===== src/rtl/fir3_sched.sv =====
// Sequencing controller around a 3-parallel FIR: coefficient load/commit, 3-sample packing,
// credit-throttled issue and output re-serialisation. Optional status outputs: FIR3_SCHED_STATUS_EN.
module fir3_sched #(
  parameter int DW          = 8,
  parameter int NTAPS       = 9,
  parameter int OBUF_GROUPS = 4
) (
  input  logic                CLK,
  input  logic                RST,
  input  logic                CFG_START,
  input  logic                CFG_VALID,
  input  logic [DW-1:0]       CFG_DATA,
  output logic                CFG_DONE,
  output logic                CFG_ERR,
  input  logic                S_VALID,
  input  logic [DW-1:0]       S_DATA,
  output logic                S_READY,
  input  logic                FLUSH,
  output logic [DW-1:0]       F_DIN,
  output logic [DW-1:0]       F_DIN_2,
  output logic [DW-1:0]       F_DIN_3,
  output logic                F_VIN,
  output logic [NTAPS*DW-1:0] H_FLAT,
  input  logic [DW-1:0]       F_DOUT,
  input  logic [DW-1:0]       F_DOUT_2,
  input  logic [DW-1:0]       F_DOUT_3,
  input  logic                F_VOUT,
  output logic                M_VALID,
  output logic [DW-1:0]       M_DATA,
  input  logic                M_READY,
  output logic                BUSY,
`ifdef FIR3_SCHED_STATUS_EN
  output logic                ERR_SPUR,
  output logic [15:0]         GRP_CNT,
`endif
  output logic [1:0]          FSM_STATE
);

  localparam int IW = (NTAPS > 1) ? $clog2(NTAPS) : 1;
  localparam int AW = (OBUF_GROUPS > 1) ? $clog2(OBUF_GROUPS) : 1;
  localparam int CW = $clog2(OBUF_GROUPS + 1);
  localparam logic [CW-1:0] CREDIT_MAX = CW'(OBUF_GROUPS);
  localparam logic [AW-1:0] PTR_LAST   = AW'(OBUF_GROUPS - 1);
  localparam logic [IW-1:0] TAP_LAST   = IW'(NTAPS - 1);

  typedef enum logic [1:0] {UNCFG = 2'd0, LOAD = 2'd1, RUN = 2'd2} state_t;

  function automatic logic [AW-1:0] ptr_inc(input logic [AW-1:0] p);
    return (p == PTR_LAST) ? '0 : p + 1'b1;
  endfunction

  state_t              state_q, state_d;
  logic [IW-1:0]       tap_idx_q, tap_idx_d;
  logic [DW-1:0]       shadow_q [NTAPS];
  logic [NTAPS*DW-1:0] h_flat_q, shadow_flat;
  logic                cfg_done_q, cfg_err_q;
  logic                shadow_we, commit, cfg_reject, cfg_clear;

  logic [1:0]          pack_cnt_q, a_cnt;
  logic [DW-1:0]       p0_q, p1_q, a_p0, a_p1;
  logic                flush_pend_q, flush_pend_d, flush_req;
  logic                run, s_ready, acc, full, partial, issue;
  logic [DW-1:0]       iss_d0, iss_d1, iss_d2;
  logic [1:0]          iss_n;
  logic [CW-1:0]       credit_q;
  logic                f_vin_q;
  logic [DW-1:0]       f_din0_q, f_din1_q, f_din2_q;

  logic [1:0]          tag_mem [OBUF_GROUPS];
  logic [AW-1:0]       tag_wr_q, tag_rd_q;
  logic [CW-1:0]       tag_cnt_q;
  logic                tag_pop;

  logic [DW-1:0]       ob_d0 [OBUF_GROUPS];
  logic [DW-1:0]       ob_d1 [OBUF_GROUPS];
  logic [DW-1:0]       ob_d2 [OBUF_GROUPS];
  logic [1:0]          ob_n  [OBUF_GROUPS];
  logic [AW-1:0]       ob_wr_q, ob_rd_q;
  logic [CW-1:0]       ob_cnt_q;
  logic [1:0]          u_idx_q;
  logic                m_valid, m_fire, pop_last;
  logic [DW-1:0]       m_data;
  logic                busy;

  // Valid/ready: a transfer happens on the rising edge where VALID and READY are both high;
  // the source holds VALID and DATA stable until that edge.
  assign run     = (state_q == RUN);
  assign s_ready = run & ((pack_cnt_q != 2'd2) | (credit_q != '0));
  assign acc     = S_VALID & s_ready;
  assign m_valid = (ob_cnt_q != '0);
  assign m_fire  = m_valid & M_READY;
  assign tag_pop = F_VOUT & (tag_cnt_q != '0);
  assign busy    = (pack_cnt_q != 2'd0) | (tag_cnt_q != '0) | (ob_cnt_q != '0);

  always_comb begin : fsm_comb
    state_d    = state_q;
    tap_idx_d  = tap_idx_q;
    shadow_we  = 1'b0;
    commit     = 1'b0;
    cfg_reject = 1'b0;
    cfg_clear  = 1'b0;
    case (state_q)
      UNCFG: begin
        if (CFG_START) begin
          state_d   = LOAD;
          tap_idx_d = '0;
        end
      end
      LOAD: begin
        if (CFG_START) begin
          tap_idx_d = '0;
        end else if (CFG_VALID) begin
          shadow_we = 1'b1;
          if (tap_idx_q == TAP_LAST) begin
            commit    = 1'b1;
            state_d   = RUN;
            tap_idx_d = '0;
          end else begin
            tap_idx_d = tap_idx_q + 1'b1;
          end
        end
      end
      RUN: begin
        if (CFG_START) begin
          if (busy) begin
            cfg_reject = 1'b1;
          end else begin
            state_d   = LOAD;
            tap_idx_d = '0;
            cfg_clear = 1'b1;
          end
        end
      end
      default: state_d = UNCFG;
    endcase
  end

  // The word arriving with the commit goes straight into the top tap.
  always_comb begin : commit_comb
    shadow_flat = '0;
    for (int i = 0; i < NTAPS - 1; i++) shadow_flat[i*DW +: DW] = shadow_q[i];
    shadow_flat[(NTAPS-1)*DW +: DW] = CFG_DATA;
  end

  always_comb begin : pack_comb
    a_cnt = pack_cnt_q;
    a_p0  = p0_q;
    a_p1  = p1_q;
    full  = 1'b0;
    if (acc) begin
      case (pack_cnt_q)
        2'd0:    begin a_p0 = S_DATA; a_cnt = 2'd1; end
        2'd1:    begin a_p1 = S_DATA; a_cnt = 2'd2; end
        default: begin full = 1'b1;   a_cnt = 2'd0; end
      endcase
    end
    // Flush acts on the group as it stands after this cycle's accept.
    flush_req    = (FLUSH | flush_pend_q) & run;
    partial      = flush_req & (a_cnt != 2'd0) & (credit_q != '0);
    flush_pend_d = flush_req & (a_cnt != 2'd0) & (credit_q == '0);
    issue        = full | partial;
    iss_d0       = full ? p0_q : a_p0;
    iss_d1       = full ? p1_q : ((a_cnt == 2'd2) ? a_p1 : '0);
    iss_d2       = full ? S_DATA : '0;
    iss_n        = full ? 2'd3 : a_cnt;
  end

  always_comb begin : unpack_comb
    pop_last = m_fire & (u_idx_q == (ob_n[ob_rd_q] - 2'd1));
    m_data   = '0;
    if (m_valid) begin
      case (u_idx_q)
        2'd0:    m_data = ob_d0[ob_rd_q];
        2'd1:    m_data = ob_d1[ob_rd_q];
        default: m_data = ob_d2[ob_rd_q];
      endcase
    end
  end

  always_ff @(posedge CLK) begin
    if (shadow_we) shadow_q[tap_idx_q] <= CFG_DATA;
    if (issue) tag_mem[tag_wr_q] <= iss_n;
    if (tag_pop) begin
      ob_d0[ob_wr_q] <= F_DOUT;
      ob_d1[ob_wr_q] <= F_DOUT_2;
      ob_d2[ob_wr_q] <= F_DOUT_3;
      ob_n[ob_wr_q]  <= tag_mem[tag_rd_q];
    end
  end

  always_ff @(posedge CLK) begin
    if (RST) begin
      state_q      <= UNCFG;
      tap_idx_q    <= '0;
      h_flat_q     <= '0;
      cfg_done_q   <= 1'b0;
      cfg_err_q    <= 1'b0;
      pack_cnt_q   <= 2'd0;
      p0_q         <= '0;
      p1_q         <= '0;
      flush_pend_q <= 1'b0;
      credit_q     <= CREDIT_MAX;
      f_vin_q      <= 1'b0;
      f_din0_q     <= '0;
      f_din1_q     <= '0;
      f_din2_q     <= '0;
      tag_wr_q     <= '0;
      tag_rd_q     <= '0;
      tag_cnt_q    <= '0;
      ob_wr_q      <= '0;
      ob_rd_q      <= '0;
      ob_cnt_q     <= '0;
      u_idx_q      <= 2'd0;
    end else begin
      state_q   <= state_d;
      tap_idx_q <= tap_idx_d;
      cfg_err_q <= cfg_reject;
      if (commit) begin
        h_flat_q   <= shadow_flat;
        cfg_done_q <= 1'b1;
      end else if (cfg_clear) begin
        cfg_done_q <= 1'b0;
      end
      pack_cnt_q   <= partial ? 2'd0 : a_cnt;
      p0_q         <= a_p0;
      p1_q         <= a_p1;
      flush_pend_q <= flush_pend_d;
      f_vin_q      <= issue;
      if (issue) begin
        f_din0_q <= iss_d0;
        f_din1_q <= iss_d1;
        f_din2_q <= iss_d2;
        tag_wr_q <= ptr_inc(tag_wr_q);
      end
      if (tag_pop) tag_rd_q <= ptr_inc(tag_rd_q);
      case ({issue, tag_pop})
        2'b10:   tag_cnt_q <= tag_cnt_q + 1'b1;
        2'b01:   tag_cnt_q <= tag_cnt_q - 1'b1;
        default: tag_cnt_q <= tag_cnt_q;
      endcase
      // A group's credit comes back once its last valid sample leaves the buffer.
      if (issue && !pop_last) begin
        credit_q <= credit_q - 1'b1;
      end else if (pop_last && !issue && (credit_q != CREDIT_MAX)) begin
        credit_q <= credit_q + 1'b1;
      end
      if (tag_pop) ob_wr_q <= ptr_inc(ob_wr_q);
      if (pop_last) ob_rd_q <= ptr_inc(ob_rd_q);
      case ({tag_pop, pop_last})
        2'b10:   ob_cnt_q <= ob_cnt_q + 1'b1;
        2'b01:   ob_cnt_q <= ob_cnt_q - 1'b1;
        default: ob_cnt_q <= ob_cnt_q;
      endcase
      if (pop_last)    u_idx_q <= 2'd0;
      else if (m_fire) u_idx_q <= u_idx_q + 2'd1;
    end
  end

`ifdef FIR3_SCHED_STATUS_EN
  logic        err_spur_q;
  logic [15:0] grp_cnt_q;

  always_ff @(posedge CLK) begin
    if (RST) begin
      err_spur_q <= 1'b0;
      grp_cnt_q  <= 16'd0;
    end else begin
      if (F_VOUT && (tag_cnt_q == '0)) err_spur_q <= 1'b1;
      if (issue) grp_cnt_q <= grp_cnt_q + 16'd1;
    end
  end

  assign ERR_SPUR = err_spur_q;
  assign GRP_CNT  = grp_cnt_q;
`endif

  assign CFG_DONE  = cfg_done_q;
  assign CFG_ERR   = cfg_err_q;
  assign S_READY   = s_ready;
  assign F_VIN     = f_vin_q;
  assign F_DIN     = f_din0_q;
  assign F_DIN_2   = f_din1_q;
  assign F_DIN_3   = f_din2_q;
  assign H_FLAT    = h_flat_q;
  assign M_VALID   = m_valid;
  assign M_DATA    = m_data;
  assign BUSY      = busy;
  assign FSM_STATE = state_q;

endmodule


===== config.mk =====
export PLATFORM = sky130hd
export DESIGN_NAME = fir3_sched
export DESIGN_NICKNAME = d
export VERILOG_FILES = /design/src/rtl/fir3_sched.sv
export SDC_FILE = /design/constraint.sdc
export NUM_CORES = 1
export LEC_CHECK = 0
export BUFFER_PORTS_ARGS = -buffer_cell sky130_fd_sc_hd__buf_2
export CORE_MARGIN = 3
export CORE_UTILIZATION = 35
export DETAILED_ROUTE_END_ITERATION = 10
export HOLD_SLACK_MARGIN = 0.03
export MAX_ROUTING_LAYER = met4
export PLACE_DENSITY = 0.67
export SYNTH_ARGS = -nofsm -noshare
export SYNTH_HDL_FRONTEND = slang
export SYNTH_SLANG_ARGS = --single-unit

===== constraint.sdc =====
create_clock -name CLK -period 3 [get_ports CLK]
set_input_delay 0.15 -clock CLK [delete_from_list [all_inputs] [get_ports CLK]]
set_output_delay 0.15 -clock CLK [all_outputs]
set_load 0.05 [all_outputs]

---- Yosys cells after proc, flatten, opt, wreduce, memory -nomap -nowiden ----
Memories as Yosys holds them, arrays and structs flattened. A register that Yosys moved wholly into a read port is not among the register bits.
Index checks and enable logic that the tools add are counted.
operators by class
  add/sub/neg operators ................... 13
  eq/ne operators ......................... 24
  multiplexer cells ....................... 66
  bitwise gates (word level) .............. 16
  reductions and logical operators ........ 25
operators with widths
  operator                                              number
  two-way mux 8 bit                                     9
  two-way mux 2 bit                                     22
  two-way mux 4 bit                                     6
  two-way mux 1 bit                                     21
  equality test 2 bit (second input constant)           8
  one-hot mux 8 bit (2 select lines)                    1
  != test 2 bit (second input constant)                 7
  one-hot mux 3 bit (2 select lines)                    2
  one-hot mux 4 bit (3 select lines)                    1
  nonzero test 2 bit                                    6
  nonzero test 3 bit                                    4
  adder 2 x 1 -> 2 bit (second input constant)          5
  equality test 2 x 1 -> 1 bit (second input constant)  5
  adder 3 x 1 -> 3 bit (second input constant)          3
  AND 1 bit                                             9
  subtractor 3 x 1 -> 3 bit (second input constant)     3
  logical NOT 2 bit                                     3
  two-way mux 3 bit                                     2
  != test 3 bit (second input constant)                 2
  one-hot mux 2 bit (3 select lines)                    1
  AND reduction 6 bit                                   1
  OR reduction 2 bit                                    3
  OR 1 bit                                              5
  AND reduction 5 bit                                   1
  other kinds (10)                                      14
storage, ports and cells
  bits in registers ....................... 143
  memory bits (writable) .................. 184
  input bits .............................. 48
  output and inout bits ................... 112
  memories kept ........................... 6
memories
  name      depth  bits a word  rd ports  clocked after Yosys merged registers in  wr ports  line  source
  shadow_q  9      8            8         8                                        1         54    logic [DW-1:0] shadow_q [NTAPS];
  ob_d0     4      8            1         1                                        1         74    logic [DW-1:0] ob_d0 [OBUF_GROUPS];
  ob_d1     4      8            1         1                                        1         75    logic [DW-1:0] ob_d1 [OBUF_GROUPS];
  ob_d2     4      8            1         1                                        1         76    logic [DW-1:0] ob_d2 [OBUF_GROUPS];
  ob_n      4      2            1         1                                        1         77    logic [1:0] ob_n [OBUF_GROUPS];
  tag_mem   4      2            1         1                                        1         69    logic [1:0] tag_mem [OBUF_GROUPS];

---- Longest topological paths before layout ----
  depth in word-level cells ............... 14
  depth in mapped cells ................... 14
  gate-level depth less buffers ........... 10

---- Least setup slack after synthesis ----
OpenSTA, ideal clock, no wires.
  path type ............................... register to register
  start point ............................. register state_q[0] (netlist: FSM_STATE[0])
  end point ............................... register tag_cnt_q[2]
  library setup time ...................... 0.070 ns
  arrival ................................. 3.138 ns
  required time ........................... 2.930 ns
  path slack .............................. -0.208 ns
  cell stages (with the launch flop) ...... 15
  buffers on the path ..................... 4
  cells stage by stage .................... dfxtp_1 buf_2 and3b_1 clkbuf_1 a32o_1 a32o_1 buf_4 inv_2 buf_4 ha_1 inv_1 fa_1 xor2_1 or3_1 a21oi_1
on the way
  longest elaborated chain between the ends .. 10
  elaborated cells on any way between the ends .. 14
RTL lines
  what                                                                      line  source
  from (decl)                                                               52    state_t state_q, state_d;
  from (signal assigned)                                                    215   state_q <= state_d;
  equality test 2 bit (*)                                                   87    assign run = (state_q == RUN);
  AND 1 bit                                                                 88    assign s_ready = run & ((pack_cnt_q != 2'd2) | (credit_q != '0));
  AND 1 bit                                                                 89    assign acc = S_VALID & s_ready;
  two-way mux 2 bit                                                         150   if (acc) begin
  nonzero test 2 bit                                                        159   partial = flush_req & (a_cnt != 2'd0) & (credit_q != '0);
  AND 1 bit (2 in a row)                                                    159
  OR 1 bit (*)                                                              161   issue = full | partial;
  equality test 2 x 1 -> 1 bit or equality test 2 bit (tied branches)       236   case ({issue, tag_pop})
  one-hot mux 3 bit (2 select lines) or nonzero test 2 bit (tied branches)  -
  to (signal assigned)                                                      237   2'b10: tag_cnt_q <= tag_cnt_q + 1'b1;
  to (signal assigned)                                                      238   2'b01: tag_cnt_q <= tag_cnt_q - 1'b1;
  to (signal assigned)                                                      239   default: tag_cnt_q <= tag_cnt_q;
  to (decl)                                                                 71    logic [CW-1:0] tag_cnt_q;
Mark *: on every way between the ends. The rest lies on a longest branch, timed or not.
A chain may end at the register's enable or synchronous reset.

==> reports/qor.yml <==
status: "complete, no violations"
p_leak_nw: 5.42
r2r_slack_ns: 0.12
power_density_nw_per_um2: 610
rows: 67
hold_viol: 0
ys_seq_area_frac: 0.685
cts_buffers: 35
ys_ff_latch: 323
synthMuxAreaShare: 0.0699
track_usage: 0.148
ir_drop_mv: 0.396
cp_max_fo: 10
num_io_pins: 160
holdWs_ns: 0.0867
cts_buffer_depth: 3
gr-total-overflow: 0
path_clk_slew_ns: 0.06
end_kind: "flip-flop"
postSynth.asyncResetShare: 0
via_per_inst: 4.89
synth_edf_count: 176
layout.nets: 1198
hold_path_class: "input pin to flip-flop"
place_area_sq_um: 13300
layout_commonest_cell: "edfxtp_1"
setup_viol: 0
wl_um: 27000
pre_cts_slack_ns: 0.106
synth_compound_area_frac: 0.0767
cts_root_buf: "clkbuf_16"
die_w_um: 191
syn_inst: 931
drt_iter0_drc: 538
cpPeakStageDelay_ns: 0.56
use_met1: 0.192
cp_slowest_cell: "mux4_2"
grt_pass1_vias: 7802
synth_xor_area_frac: 0.00740
finalMaxSlewViolations: 0
grt_max_degree: 87
clock.fmax_mhz: 347
path_cells: "mux4_2 > xnor2_4 > mux2i_4 > buf_4 > inv_6 > ha_1 > inv_1 > fa_1 > xor2_1 > or3_1 > a21oi_1"
synthAdderAreaFrac: 0.0240
drive_gt1_frac: 0.240
core_area_sq_um: 33700
io_buffers: 159
cts_tree: "done"
dieArea_sq_um: 36600
reg2reg_to: "ob_cnt_q[2]"
worstSetupStartpointType: "flip-flop"
ff2ff_path_depth: 11
dp_hpwl_um: 17200
relSlewSlack: 0.573
synthSimpleGateAreaFrac: 0.112
wl_per_cell_um: 16.8
drt_first_pass_iters: 4
final_cell_area_sq_um: 14900
final_cell_mix: "edfxtp_1, nand2_1, buf_2"
finalCritPeriodShare: 0.960
vias: 7851
synth_top_family_by_area: "simple AND/OR/NAND/NOR gates"
synthFlopType: "edfxtp_1"
crit_end: "ob_cnt_q[2]"
synthesis.nets: 1000
place_congestion: 0.805
maxCapViolCount: 0
use_met3: 0.0352
worst_pin_slew_ns: 0.640
synth_area_sq_um: 12000
synthDistinctLibCells: 55
worst_slack_ns: 0.121
grt.busiest_layer: "met2"
drtAntennaViolNets: 0
cp.arrival_ns: 3.30
min_period_ns: 2.88
grt_pass1_wl_um: 41800
start_util: 0.356
drc_errors: 0
die_h_um: 191
final.setup.tns_ns: 0
grt_use_met2: 0.234
path_class: "flip-flop to flip-flop"
fin_skew_ns: 0.0201
clock-sinks: 323
synth-warning-count: 0
worstPathRequired_ns: 3.42
area_growth_pct: 23.9
antenna_found_initial: 1
htree_levels: 2
syn_avg_cell_area_sq_um: 12.9
insertion_delay_ns: 0.50
rsz0062_at_grt: "false"
where the power goes:
part           leakage (nW)  switching [mW]  internal, mW  total (mW)
clock                 0.563            1.68          2.56        4.24
sequential             2.75         0.00401          4.66        4.66
combinational          2.10           0.106        0.0690       0.175
area by class of cell:
cell class	instances	area (sq um)
Clock inverter	19	186
Antenna cell	1	2.50
Sequential cell	323	8230
Timing Repair Buffer	215	1360
Fill cell	3061	18800
Clock buffer	44	971
Tap cell	448	561
Inverter	19	76.3
Multi-Input combinational cell	535	3490
cell families (layout without fill, tap and decap cells):
group                      Yosys count  in the layout
and+or+nand+nor                    306            306
AOI/OAI and AO/OA                  153            153
muxes                               46             46
DFF                                323            323
buffers and inverters               73            297
xor gates and xnor gates             8              8
other                                0              1
adders and majority gates           22             22
layer usage:
metal / wire length [um] / share of wire / vias to the layer above
li1: - / - / 3743
met1: 12000 / 0.44 / 3828
met2: 12800 / 0.47 / 238
met3: 1780 / 0.066 / 42
met4: 510 / 0.019 / 0
met5: 0 / 0 / -
flip-flops by register name (all words and copies together), names as in the netlist, 3 cells and up, named ones only:
| signal | flops |
|---|---|
| H_FLAT | 72 |
| shadow_q | 64 |
| ob_d0 | 32 |
| ob_d1 | 32 |
| ob_d2 | 32 |
| F_DIN | 8 |
| F_DIN_2 | 8 |
| F_DIN_3 | 8 |
| ob_n | 8 |
| p0_q | 8 |
| p1_q | 8 |
| tag_mem | 8 |
| tap_idx_q | 4 |
| credit_q | 3 |
| ob_cnt_q | 3 |
| tag_cnt_q | 3 |
synthesized netlist by cell type (2+ instances only):
library cell	n	share of area
a222oi_1	7	0.0058
a311oi_1	2	0.0015
o21ai_0	3	0.0013
nor4_1	2	0.0010
nand3_1	8	0.0033
buf_1	3	0.00094
edfxtp_1	176	0.44
dfxtp_1	147	0.25
a211oi_1	9	0.0056
buf_4	3	0.0019
mux2i_1	10	0.0083
mux4_1	2	0.0044
a2111oi_0	2	0.0015
ha_1	19	0.020
or2_2	4	0.0021
o22ai_1	2	0.0010
a32o_1	2	0.0017
or3_1	5	0.0026
a22oi_1	17	0.011
nor2b_1	11	0.0057
fa_1	2	0.0033
nor3_1	8	0.0033
buf_2	4	0.0017
nand4_1	3	0.0016
and2_1	16	0.0083
xnor2_1	3	0.0022
clkbuf_1	43	0.013
nand2b_1	8	0.0042
nand2_1	171	0.053
xor2_1	4	0.0029
mux4_2	26	0.049
and3_1	2	0.0010
nor3b_1	3	0.0019
nor2_1	59	0.018
a21oi_1	103	0.043
mux2_2	7	0.0066
inv_1	17	0.0053
metrics by stage:
stage / util / total power [mW] / cells
global placement: 0.395 / 4.89 / 1498
detailed placement: 0.395 / 4.89 / 1498
floorplan: - / 4.80 / 931
CTS: 0.441 / 9.20 / 1601
global route: 0.442 / 9.39 / 1604
finish: 0.442 / 9.08 / 1604
repair_timing:
action | CTS | global route
hold buffers | 40 | 0
endpoints found under the setup margin | 0 | 1
buffers inserted | 0 | 2
hold endpoints to repair | 160 | 0
resized for setup | 0 | 1
worst min-delay path by stage:
stage	depth (start not counted)	to	slack [ns]	startpoint
finish	4	flush_pend_q	0.09	FLUSH
global route	1	shadow_q[6][6]	0.05	CFG_DATA[6]
CTS	1	shadow_q[6][6]	0.04	CFG_DATA[6]
detailed placement	1	ob_d0[0][5]	0.37	F_DOUT[5]
global placement	1	ob_d0[3][0]	0.36	F_DOUT[0]
floorplan	0	ob_d0[0][0]	0.25	F_DOUT[0]
worst max-delay path: cells and delay by family (launching register included):
kind	cells	cell delay (ns)
buf+inv	3	0.32
flops	1	0.36
xor+xnor	2	0.31
fa+ha+maj	2	0.55
mux	2	0.79
simple gates	1	0.31
compound gates	1	0.14
No activity file was read; power rests on OpenSTA's default activity.
